--- src/rtl/mode_controller.sv ---
// mode_controller: UI state machine of the multimode clock; all outputs registered.
// Optional edit auto-exit on idle timeout when MODE_CTRL_AUTO_EXIT_EN is defined.
module mode_controller #(
    parameter int unsigned TIMEOUT = 1_000_000_000,
    parameter int unsigned CNT_W   = 30
) (
    input  logic       clk,
    input  logic       reset,
    input  logic       mode_btn,
    input  logic       set_btn,
    input  logic       inc_btn,
    output logic [1:0] mode,
    output logic [1:0] edit_field,
    output logic       edit_active,
    output logic       inc_hours,
    output logic       inc_minutes,
    output logic       sw_run,
    output logic       sw_clear,
    output logic       alarm_en
);

    localparam logic [1:0] ModeAlarm = 2'd1;
    localparam logic [1:0] ModeSw    = 2'd2;

    typedef enum logic [1:0] {StNone = 2'd0, StHours = 2'd1, StMinutes = 2'd2} field_e;

    field_e     state_q, state_d;
    logic [1:0] mode_q, mode_d;
    logic       sw_run_q, sw_run_d;
    logic       alarm_en_q, alarm_en_d;
    logic       edit_active_q;
    logic       inc_hours_q, inc_hours_d;
    logic       inc_minutes_q, inc_minutes_d;
    logic       sw_clear_q, sw_clear_d;
    logic       inc_only;
    logic       expire;

    if ((64'd1 << CNT_W) <= 64'(TIMEOUT)) begin : g_cnt_w_check
        $error("CNT_W too narrow to hold TIMEOUT");
    end

    // inc_btn only acts when it wins priority
    assign inc_only = inc_btn && !set_btn && !mode_btn;

`ifdef MODE_CTRL_AUTO_EXIT_EN
    logic [CNT_W-1:0] idle_q, idle_d;

    assign expire = (idle_q == CNT_W'(TIMEOUT - 1));

    always_comb begin
        idle_d = idle_q + CNT_W'(1);
        if (set_btn || mode_btn || inc_btn || state_q == StNone || expire) begin
            idle_d = '0;
        end
    end

    always_ff @(posedge clk or posedge reset) begin
        if (reset) begin
            idle_q <= '0;
        end else begin
            idle_q <= idle_d;
        end
    end
`else
    assign expire = 1'b0;
`endif

    always_ff @(posedge clk or posedge reset) begin
        if (reset) begin
            state_q       <= StNone;
            mode_q        <= 2'd0;
            sw_run_q      <= 1'b0;
            alarm_en_q    <= 1'b0;
            edit_active_q <= 1'b0;
            inc_hours_q   <= 1'b0;
            inc_minutes_q <= 1'b0;
            sw_clear_q    <= 1'b0;
        end else begin
            state_q       <= state_d;
            mode_q        <= mode_d;
            sw_run_q      <= sw_run_d;
            alarm_en_q    <= alarm_en_d;
            edit_active_q <= (state_d != StNone);
            inc_hours_q   <= inc_hours_d;
            inc_minutes_q <= inc_minutes_d;
            sw_clear_q    <= sw_clear_d;
        end
    end

    always_comb begin
        state_d    = state_q;
        mode_d     = mode_q;
        sw_run_d   = sw_run_q;
        alarm_en_d = alarm_en_q;
        if (set_btn) begin
            if (mode_q == ModeSw) begin
                sw_run_d = ~sw_run_q;
            end else begin
                unique case (state_q)
                    StNone:  state_d = StHours;
                    StHours: state_d = StMinutes;
                    default: state_d = StNone;
                endcase
            end
        end else if (mode_btn) begin
            if (state_q == StNone) begin
                mode_d = mode_q + 2'd1;
            end
        end else if (inc_btn) begin
            if (state_q == StNone && mode_q == ModeAlarm) begin
                alarm_en_d = ~alarm_en_q;
            end
        end else if (expire) begin
            state_d = StNone;
        end
    end

    always_comb begin
        inc_hours_d   = inc_only && (state_q == StHours);
        inc_minutes_d = inc_only && (state_q == StMinutes);
        sw_clear_d    = inc_only && (state_q == StNone) && (mode_q == ModeSw) && !sw_run_q;
    end

    assign mode        = mode_q;
    assign edit_field  = state_q;
    assign edit_active = edit_active_q;
    assign inc_hours   = inc_hours_q;
    assign inc_minutes = inc_minutes_q;
    assign sw_run      = sw_run_q;
    assign sw_clear    = sw_clear_q;
    assign alarm_en    = alarm_en_q;

endmodule

--- config.mk ---
export PLATFORM = sky130hd
export DESIGN_NAME = mode_controller
export DESIGN_NICKNAME = d
export VERILOG_FILES = /design/src/rtl/mode_controller.sv
export SDC_FILE = /design/constraint.sdc
export NUM_CORES = 1
export LEC_CHECK = 0
export CORE_AREA = 2 2 39 41
export CTS_CLUSTER_DIAMETER = 200
export DETAILED_ROUTE_END_ITERATION = 10
export DIE_AREA = 0 0 41 43
export PLACE_DENSITY_LB_ADDON = 0.2
export RECOVER_POWER = 25
export SLEW_MARGIN = 10
export SYNTH_ARGS = -nofsm -noshare
export SYNTH_HDL_FRONTEND = slang
export SYNTH_SLANG_ARGS = --single-unit
--- constraint.sdc ---
create_clock -name clk -period 4 [get_ports clk]
set_clock_uncertainty 0.2 [all_clocks]
set_input_delay 0.4 -clock clk [delete_from_list [all_inputs] [get_ports clk]]
set_output_delay 0.4 -clock clk [all_outputs]
set_load 0.01 [all_outputs]
==> results of run 1 <==
-- cells by family (layout without fill, tap and decap cells) --
kind of cell | Yosys count | count (layout) | synth area share [%]
flip-flops | 10 | 10 | 55.87
AND/OR/NAND/NOR | 12 | 12 | 21.23
buffers and inverters | 3 | 21 | 2.514
XOR/XNOR | 3 | 3 | 5.867
adder cells (fa/ha/maj) | 2 | 2 | 5.586
multiplexers | 3 | 3 | 8.939
-- layout make-up --
| type | count | area [sq um] |
|---|---|---|
| multi-input combinational | 20 | 186.4 |
| inverter | 3 | 11.26 |
| fill | 138 | 739.5 |
| timing repair buffer | 14 | 140.1 |
| sequential | 10 | 250.2 |
| tap | 16 | 20.02 |
| clock buffer | 4 | 36.28 |
-- state kept, by name, summed over array words and instances, names as in the netlist --
name / cells
inc_hours: 1
edit_active: 1
sw_clear: 1
mode: 2
alarm_en: 1
sw_run: 1
edit_field: 2
inc_minutes: 1
-- power by group through the flow --
stage          Clock [mW]  Combinational, mW  Sequential, mW
6_report           0.0904              0.203           0.174
5_1_grt             0.102              0.220           0.181
4_1_cts            0.0921              0.206           0.176
3_5_place_dp            0              0.204           0.177
3_3_place_gp            0              0.196           0.174
2_1_floorplan           0             0.0915           0.189
-- worst register-to-register path, delay by kind of cell, from the launching register on --
family	cells	cell delay (ns)
flip-flops	1	0.38
buffers and inverters	1	0.08
AND/OR/NAND/NOR	2	0.38
adder cells (fa/ha/maj)	1	0.26
multiplexers	1	0.31
-- worst min path at each step --
| stage | startpoint | to | slack [ns] |
|---|---|---|---|
| floorplan | reset | alarm_en$_DFFE_PP0P_ | 0.04 |
| global placement | alarm_en$_DFFE_PP0P_ | alarm_en$_DFFE_PP0P_ | 0.26 |
| detailed placement | alarm_en$_DFFE_PP0P_ | alarm_en$_DFFE_PP0P_ | 0.27 |
| CTS | reset | edit_field[1]$_DFF_PP0_ | 0.22 |
| global route | alarm_en$_DFFE_PP0P_ | alarm_en$_DFFE_PP0P_ | 0.29 |
| finish | alarm_en$_DFFE_PP0P_ | alarm_en$_DFFE_PP0P_ | 0.28 |
-- placed cells by master, fill, tap and decap left out --
| cell type | instances |
|---|---|
| nor2b_4 | 1 |
| nor2_1 | 2 |
| or2_1 | 1 |
| ha_1 | 2 |
| and3b_2 | 1 |
| nor3b_1 | 1 |
| nand3_1 | 1 |
| clkbuf_8 | 1 |
| inv_1 | 3 |
| dlygate4sd3_1 | 1 |
| nor4b_2 | 1 |
| and4b_1 | 2 |
| xnor2_1 | 3 |
| nand2_1 | 1 |
| clkbuf_4 | 3 |
| nor2b_1 | 1 |
| mux2_4 | 2 |
| dfrtp_1 | 10 |
| mux2i_1 | 1 |
| clkdlybuf4s50_1 | 13 |
-- per-layer routing --
metal	vias to the layer above	part of all wire (%)
met4	0	3.4
met2	13	51
met3	5	8.4
met1	148	37
li1	146	-
met5	-	0
-- through the flow --
step	cell area [sq um]	std cells
2_1_floorplan	447.9	33
3_3_place_gp	608.1	63
3_5_place_dp	608.1	63
4_1_cts	644.4	67
5_1_grt	644.4	67
6_report	644.4	67
==> impl_results.md, run 1 <==
* Peak supply drop at 0.0003587 V
* Core ar. at 0.001384 sq mm
* Buffers and inverters on the worst path at 1
* Crit. Startpoint: edit_field[1]$_DFF_PP0_
* FF-to-FF path depth at 5
* Antenna violations before repair at 0
* Yosys warning count at 0
* Worst EP required at 3.40 ns
* Share of the synthesized area in the top cell type at 55.87%
* Crit Path Max Fanout at 7
* Antenna viol nets, final at 0
* Worst hold path type: reg -> reg
* Top cells by count, synth: 10 x dfrtp_1, 3 x inv_1, 3 x xnor2_1
* Routability Congestion at 0.7114
* Final Core Density at 46.56%
* Post-CTS Setup Bufs at 0
* Setup TNS at 0 ns
* Cts hold-fix bufs at 0
* Diodes inserted at 0
* FMAX at 525.9 MHz
* Switch Pwr at 0.1509 mW
* Largest net degree at the start of global routing at 11
* CTS tree: yes
* Hold Path Stages at 1
* H-tree Lvls at 1
* Top post-synthesis cells by area: dfrtp_1 56%, mux2_4 6.7%, xnor2_1 5.9%
* GR Layer Usage met1 at 13.27%
* Hold Slack at 0.2778 ns
* Capturing point of the worst reg2reg path: edit_active$_DFF_PP0_
* Crit end category: output port
* Tcrit/Tclk final at 47.54%
* Clock power share at 19.3%
* Worst R2R Start: mode[0]$_DFFE_PP0P_
* Drt drc at 0
* Yosys top cell by area: dfrtp_1
* Final setup vio count at 0
* Async S/R FF share, synth at 100.0%
* Worst-margin pin slew at 0.3783 ns
* Clk_lat worst skew at 0.27 ns
* Row count at 14
* Final setup margin at 2.098 ns
* CP Cell Sequence: clkdlybuf4s50_1
* Most common cell in the netlist: dfrtp_1
* WL final at 843 um
* Leak at 0.2970 nW
* DR iter-0 viols at 4
* Arrival @ worst endpoint at 1.30 ns
* Seq pwr share at 37.3%
* Crit path kind: reg -> out
* Wire per inst at 12.58 um
* Post-synthesis cell area at 447.9 sq um
* Max cap viols at 0
* Horiz. Die Dim at 41 um
* Tot Pwr at 0.4675 mW
* Fin nets at 59
* GR Layer Usage met3 at 4.712%
* Met2 Track Usage GR at 18.44%
* Yosys cell types at 16
* R2R setup slack at 2.28 ns
* Critical Path Max Stage Delay at 0.58 ns
* Starting density of the core at 32.37%
* Sequential share of the synthesized area at 55.87%
* IO Pins at 15
* Initial DRT Pass Iterations at 4
* DR vias/cell at 4.657
* Reg clk slew, reported paths at 0.07 ns
* GRT Total Usage at 12.46%
* Clock Tree Buf Depth at 2
* Total grt overflow at 0
* Seq cells post-synth at 10
* Hold Vio Cnt, Final at 0
* Int Pwr at 0.3166 mW
* Top_reg_cell synth: dfrtp_1
* Port bufs at 14
* Setup crit end: edit_field[1]
* Cts bufs inserted at 3
* Area delta synth->final at 43.85%
* CP top delay family: buffers and inverters
* Slew Limit Fails at 0
* CTS resizes at 0
* Vias in the first global route at 327
* Levels on crit path at 1
* TritonCTS Sinks at 10
* CTS Root Cell: clkbuf_4
* Crit start category: flip-flop
* DP HPWL at 667.3 um
* Mapped Nets at 40
* Most Crowded Layer GR: met2
* Slew HR at 74.75%
* DR vias at 312
* Cells after synthesis at 33
* Ratio of cells with drive above 1 in the final layout at 17.65%
* Die span in y at 43 um
* Die Area at 0.001763 sq mm
* Logic pwr share at 43.4%
* Status: completed
* PD cells at 725.5 mW/mm^2
* Synthesized area per cell at 13.57 sq um
* First-pass GRT wire length at 1.380 mm
* EDFF count, synth at 0
* Final Critical Period at 1.902 ns
* Setup WS pre-CTS at 1.996 ns
* Switch share at 32.28%
* CP max-delay cell: clkdlybuf4s50_1
* Unrepaired setup endpoints after global routing: no
Power figures use the tool's default switching activity.
==> inputs of run 2 (changes only) <==
==> constraint.sdc (replaced) <==
create_clock -name clk -period 1.9 [get_ports clk]
set_clock_uncertainty 0.2 [all_clocks]
set_input_delay 0.19 -clock clk [delete_from_list [all_inputs] [get_ports clk]]
set_output_delay 0.19 -clock clk [all_outputs]
set_load 0.01 [all_outputs]
==> impl_results.md, run 2 (same netlist as run 1, synthesis figures left out) <==
* Most common cell after layout, fill and taps aside: clkdlybuf4s50_1 (unchanged)
* Initial DRT Pass Iterations at 2 (was 4)
* IO Pins at 15 (unchanged)
* Final setup margin at 0.1822 ns (was 2.098 ns)
* FMAX at 582.2 MHz
* Clock Tree Buf Depth at 2 (unchanged)
* Peak supply drop at 0.0006014 V (was 0.0003587 V)
* Placed inst area at 615.6 sq um (was 608.1 sq um)
* PD cells at 1465 mW/mm^2 (was 725.5 mW/mm^2)
* Die Area at 0.001763 sq mm (unchanged)
* CTS Root Cell: clkbuf_4 (unchanged)
* Worst hold path type: in -> async (was reg -> reg)
* Area delta synth->final at 42.46% (was 43.85%)
* Final Critical Period at 1.718 ns
* Largest net degree at the start of global routing at 11 (unchanged)
* DRT met1 WL at 333 um (was 312 um)
* DR vias at 306 (was 312)
* Routed length on met3 at 55 um (was 71 um)
* Leak at 0.2946 nW (was 0.2970 nW)
* First-pass GRT wire length at 1.359 mm (was 1.380 mm)
* Final Core Density at 46.11% (was 46.56%)
* Crit. Startpoint: edit_field[1]$_DFF_PP0_ (unchanged)
* Horiz. Die Dim at 41 um (unchanged)
* Placed cells at 64 (was 63)
* Antenna viol nets, final at 0 (unchanged)
* Setup TNS at 0 ns (unchanged)
* Max cap viols at 0 (unchanged)
* Ratio of cells with drive above 1 in the final layout at 17.65% (unchanged)
* H-tree Lvls at 1 (unchanged)
* Starting density of the core at 32.37% (unchanged)
* Setup WS pre-CTS at 0.1939 ns (was 1.996 ns)
* Commonest non-fill, non-tap cells in the layout: 13 x clkdlybuf4s50_1, 10 x dfrtp_1, 3 x inv_1, 3 x xnor2_1, 3 x clkbuf_4 (unchanged)
* Crit path kind: reg -> out (unchanged)
* Row count at 14 (unchanged)
* Worst R2R Start: mode[0]$_DFFE_PP0P_ (unchanged)
* Layout fillers at 132 (was 138)
* Capturing point of the worst reg2reg path: edit_active$_DFF_PP0_ (unchanged)
* Crit start category: flip-flop (unchanged)
* Reg clk slew, reported paths at 0.06 ns (was 0.07 ns)
* Top routing layer in use: met4 (unchanged)
* Slew HR at 75.02% (was 74.75%)
* Crit Path Max Fanout at 7 (unchanged)
* Hold Slack at 0.1328 ns (was 0.2778 ns)
* WL met2 at 433 um (was 429 um)
* Critical Path Max Stage Delay at 0.59 ns (was 0.58 ns)
* Tot Pwr at 0.9348 mW (was 0.4675 mW)
* R2R setup slack at 0.19 ns (was 2.28 ns)
* Worst-margin pin slew at 0.3737 ns (was 0.3783 ns)
* Slew Limit Fails at 0 (unchanged)
* Drt drc at 0 (unchanged)
* Cts bufs inserted at 3 (unchanged)
* Vias in the first global route at 306 (was 327)
* Antenna violations before repair at 0 (unchanged)
* Wire per inst at 12.60 um (was 12.58 um)
* FF-to-FF path depth at 5 (unchanged)
* Hold Vio Cnt, Final at 0 (unchanged)
* CP max-delay cell: clkdlybuf4s50_1 (unchanged)
* Status: completed (unchanged)
* Tcrit/Tclk final at 90.41%
* Unrepaired setup endpoints after global routing: no (unchanged)
* Layout Cells excl Fill at 67 (unchanged)
* Total grt overflow at 0 (unchanged)
* Worst EP required at 1.51 ns (was 3.40 ns)
* CTS tree: yes (unchanged)
* Crit end category: output port (unchanged)
* Clk_lat worst skew at 0.26 ns (was 0.27 ns)
* GRT Total Usage at 12.04% (was 12.46%)
* DR iter-0 viols at 2 (was 4)
* Post-CTS Setup Bufs at 0 (unchanged)
* Diodes inserted at 0 (unchanged)
* Arrival @ worst endpoint at 1.33 ns (was 1.30 ns)
* Buffers and inverters on the worst path at 1 (unchanged)
* WL final at 844 um (was 843 um)
* TritonCTS Sinks at 10 (unchanged)
* Fin nets at 60 (was 59)
* Final setup vio count at 0 (unchanged)
* Routability Congestion at 0.7054 (was 0.7114)
* DR vias/cell at 4.567 (was 4.657)
* Port bufs at 14 (unchanged)
* CTS resizes at 0 (unchanged)
* CP Cell Sequence: clkdlybuf4s50_1 (unchanged)
* CP top delay family: buffers and inverters (unchanged)
* Core ar. at 0.001384 sq mm (unchanged)
* Cts hold-fix bufs at 0 (unchanged)
* Die span in y at 43 um (unchanged)
* Design area at 638.1 sq um (was 644.4 sq um)
==> run 2: changes by cell type in the layout (fill, tap and decap cells not counted), sizes merged <==
cell,previous run,this run
buf,0,1
clkbuf,4,3
==> run 2: how the worst max path moves through the flow <==
stage	to	slack, ns	cells past startpoint
3_5_place_dp	edit_active$_DFF_PP0_	0.19	5
6_report	edit_field[1]	0.18	1
5_1_grt	edit_active$_DFF_PP0_	0.13	5
2_1_floorplan	edit_active$_DFF_PP0_	0.22	5
4_1_cts	edit_field[1]	0.18	1
3_3_place_gp	edit_active$_DFF_PP0_	0.22	4
==> run 2: routing by layer <==
metal,global-route usage [%],vias to the layer above
met1,12.54,144
met3,6.283,3
met4,6.000,0
li1,-,146
met5,0,-
met2,18.75,13
==> run 2: power by group <==
| part | internal (mW) | switching (mW) | total (mW) | leakage, nW |
|---|---|---|---|---|
| combinational | 0.258 | 0.164 | 0.423 | 0.156 |
| sequential | 0.292 | 0.0779 | 0.370 | 0.125 |
| clock | 0.0730 | 0.0689 | 0.142 | 0.0138 |
==> run 2: layout make-up <==
cell class | count | area [sq um] | share of cell area, %
clock buffers | 3 | 22.52 | 3.529
inverters | 3 | 11.26 | 1.765
multi-input cells | 20 | 186.4 | 29.22
flip-flops and latches | 10 | 250.2 | 39.22
well taps | 16 | 20.02 | 3.137
repair buffers | 15 | 147.6 | 23.14
==> inputs of run 3 (changes only) <==
--- a/config.mk
+++ b/config.mk
@@ -6,6 +6,7 @@
 export NUM_CORES = 1
 export LEC_CHECK = 0
 export CORE_AREA = 2 2 39 41
+export CTS_BUF_LIST = sky130_fd_sc_hd__clkbuf_2
 export CTS_CLUSTER_DIAMETER = 200
 export DETAILED_ROUTE_END_ITERATION = 10
 export DIE_AREA = 0 0 41 43
==> impl_results.md, run 3 (same netlist as run 1, synthesis figures left out) <==
* Worst-margin pin slew at 0.3734 ns (was 0.3737 ns)
* H-tree Lvls at 1 (unchanged)
* PD cells at 1432 mW/mm^2 (was 1465 mW/mm^2)
* Antenna viol nets, final at 0 (unchanged)
* Row count at 14 (unchanged)
* Final setup vio count at 0 (unchanged)
* Area delta synth->final at 40.78% (was 42.46%)
* Crit path kind: reg -> out (unchanged)
* Tot Pwr at 0.9032 mW (was 0.9348 mW)
* Port bufs at 14 (unchanged)
* R2R setup slack at 0.20 ns (was 0.19 ns)
* Horiz. Die Dim at 41 um (unchanged)
* CTS resizes at 0 (unchanged)
* Tcrit/Tclk final at 90.05% (was 90.41%)
* Crit end category: output port (unchanged)
* Die Area at 0.001763 sq mm (unchanged)
* GR Layer Usage met1 at 12.54% (unchanged)
* Peak supply drop at 0.0005836 V (was 0.0006014 V)
* CTS Root Cell: clkbuf_2 (was clkbuf_4)
* TritonCTS Sinks at 10 (unchanged)
* Status: completed (unchanged)
* Design area at 630.6 sq um (was 638.1 sq um)
* Buffers and inverters on the worst path at 1 (unchanged)
* Crit Path Max Fanout at 7 (unchanged)
* Cts hold-fix bufs at 0 (unchanged)
* Core ar. at 0.001384 sq mm (unchanged)
* Fin nets at 60 (unchanged)
* Most Crowded Layer GR: met2 (unchanged)
* Met2 Track Usage GR at 18.75% (unchanged)
* DR vias/cell at 4.567 (unchanged)
* Largest net degree at the start of global routing at 11 (unchanged)
* Die span in y at 43 um (unchanged)
* Slew HR at 75.04% (was 75.02%)
* Worst EP required at 1.51 ns (about the same)
* Wire per inst at 12.64 um (was 12.60 um)
* Setup TNS at 0 ns (unchanged)
* Clock Tree Buf Depth at 2 (unchanged)
* Crit start category: flip-flop (unchanged)
* Leak at 0.2933 nW (was 0.2946 nW)
* CP max-delay cell: clkdlybuf4s50_1 (unchanged)
* Max cap viols at 0 (unchanged)
* Final Critical Period at 1.711 ns (was 1.718 ns)
* Post-CTS Setup Bufs at 0 (unchanged)
* CP Cell Sequence: clkdlybuf4s50_1 (unchanged)
* GR Layer Usage met3 at 6.283% (unchanged)
* Reg clk slew, reported paths at 0.09 ns (was 0.06 ns)
* First-pass GRT wire length at 1.359 mm (unchanged)
* Slew Limit Fails at 0 (unchanged)
* Ratio of cells with drive above 1 in the final layout at 17.65% (unchanged)
* IO Pins at 15 (unchanged)
* Setup WS pre-CTS at 0.1939 ns (unchanged)
* Unrepaired setup endpoints after global routing: no (unchanged)
* GRT Total Usage at 12.04% (unchanged)
* Layout fillers at 135 (was 132)
* WL final at 847 um (was 844 um)
* Arrival @ worst endpoint at 1.32 ns (was 1.33 ns)
* Total grt overflow at 0 (unchanged)
* DR iter-0 viols at 1 (was 2)
* Initial DRT Pass Iterations at 2 (unchanged)
* Routability Congestion at 0.7054 (unchanged)
* FMAX at 584.5 MHz (was 582.2 MHz)
* Commonest non-fill, non-tap cells in the layout: 13 x clkdlybuf4s50_1, 10 x dfrtp_1, 3 x inv_1, 3 x xnor2_1, 3 x clkbuf_2 (was 13 x clkdlybuf4s50_1, 10 x dfrtp_1, 3 x inv_1, 3 x xnor2_1, 3 x clkbuf_4)
* Vias in the first global route at 306 (unchanged)
* Cts bufs inserted at 3 (unchanged)
* Most common cell after layout, fill and taps aside: clkdlybuf4s50_1 (unchanged)
* Critical Path Max Stage Delay at 0.59 ns (about the same)
* Hold Vio Cnt, Final at 0 (unchanged)
* Worst hold path type: in -> async (unchanged)
* CTS tree: yes (unchanged)
* Antenna violations before repair at 0 (unchanged)
* Starting density of the core at 32.37% (unchanged)
* CP top delay family: buffers and inverters (unchanged)
* Final setup margin at 0.1891 ns (was 0.1822 ns)
* Placed inst area at 615.6 sq um (unchanged)
* DR vias at 306 (unchanged)
* Diodes inserted at 0 (unchanged)
* Drt drc at 0 (unchanged)
* Final Core Density at 45.57% (was 46.11%)
* Clk_lat worst skew at 0.25 ns (was 0.26 ns)
## run 3: cell counts in the layout (fill, tap and decap cells not counted)
No cell type changed its count.
## run 3: worst reg2reg max path, stage by stage (launching register included)
cell	delay [ns]
dfrtp_1	0.38
inv_1	0.08
ha_1	0.26
nor2b_4	0.16
mux2_4	0.31
or2_1	0.22
## run 3: report_power, final
group          total (mW)  internal [mW]  switching, mW  leakage (nW)
clock network       0.110         0.0430         0.0672        0.0125
registers           0.370          0.292         0.0787         0.125
logic               0.423          0.258          0.164         0.156
## run 3: final timing paths
path	startpoint	depth (start not counted)	endpoint
min in group clk	alarm_en$_DFFE_PP0P_	1	alarm_en$_DFFE_PP0P_
hold / removal	reset	2	inc_minutes$_DFF_PP0_
setup reg to reg	mode[0]$_DFFE_PP0P_	5	edit_active$_DFF_PP0_
hold reg to reg	alarm_en$_DFFE_PP0P_	1	alarm_en$_DFFE_PP0P_
setup / recovery	edit_field[1]$_DFF_PP0_	1	edit_field[1]
max in group asynchronous	reset	2	sw_clear$_DFF_PP0_
## run 3: layout make-up
| cell class | instances | area, sq um | share of cell area, % |
|---|---|---|---|
| clock buffers | 3 | 15.01 | 2.381 |
| inverters | 3 | 11.26 | 1.786 |
| flip-flops and latches | 10 | 250.2 | 39.68 |
| repair buffers | 15 | 147.6 | 23.41 |
| multi-input cells | 20 | 186.4 | 29.56 |
| well taps | 16 | 20.02 | 3.175 |
## run 3: layer usage
| metal | up-vias | wire length, um |
|---|---|---|
| met5 | - | 0 |
| met4 | 0 | 20 |
| met3 | 2 | 55 |
| met2 | 13 | 440 |
| met1 | 145 | 330 |
| li1 | 146 | - |
## run 3: per-stage QoR
step	hold slack (ns)	cells
CTS	0.01594	67
global placement	0.2586	64
global route	0.1658	67
floorplan	-0.1698	33
detailed placement	0.2811	64
finish	0.1372	67
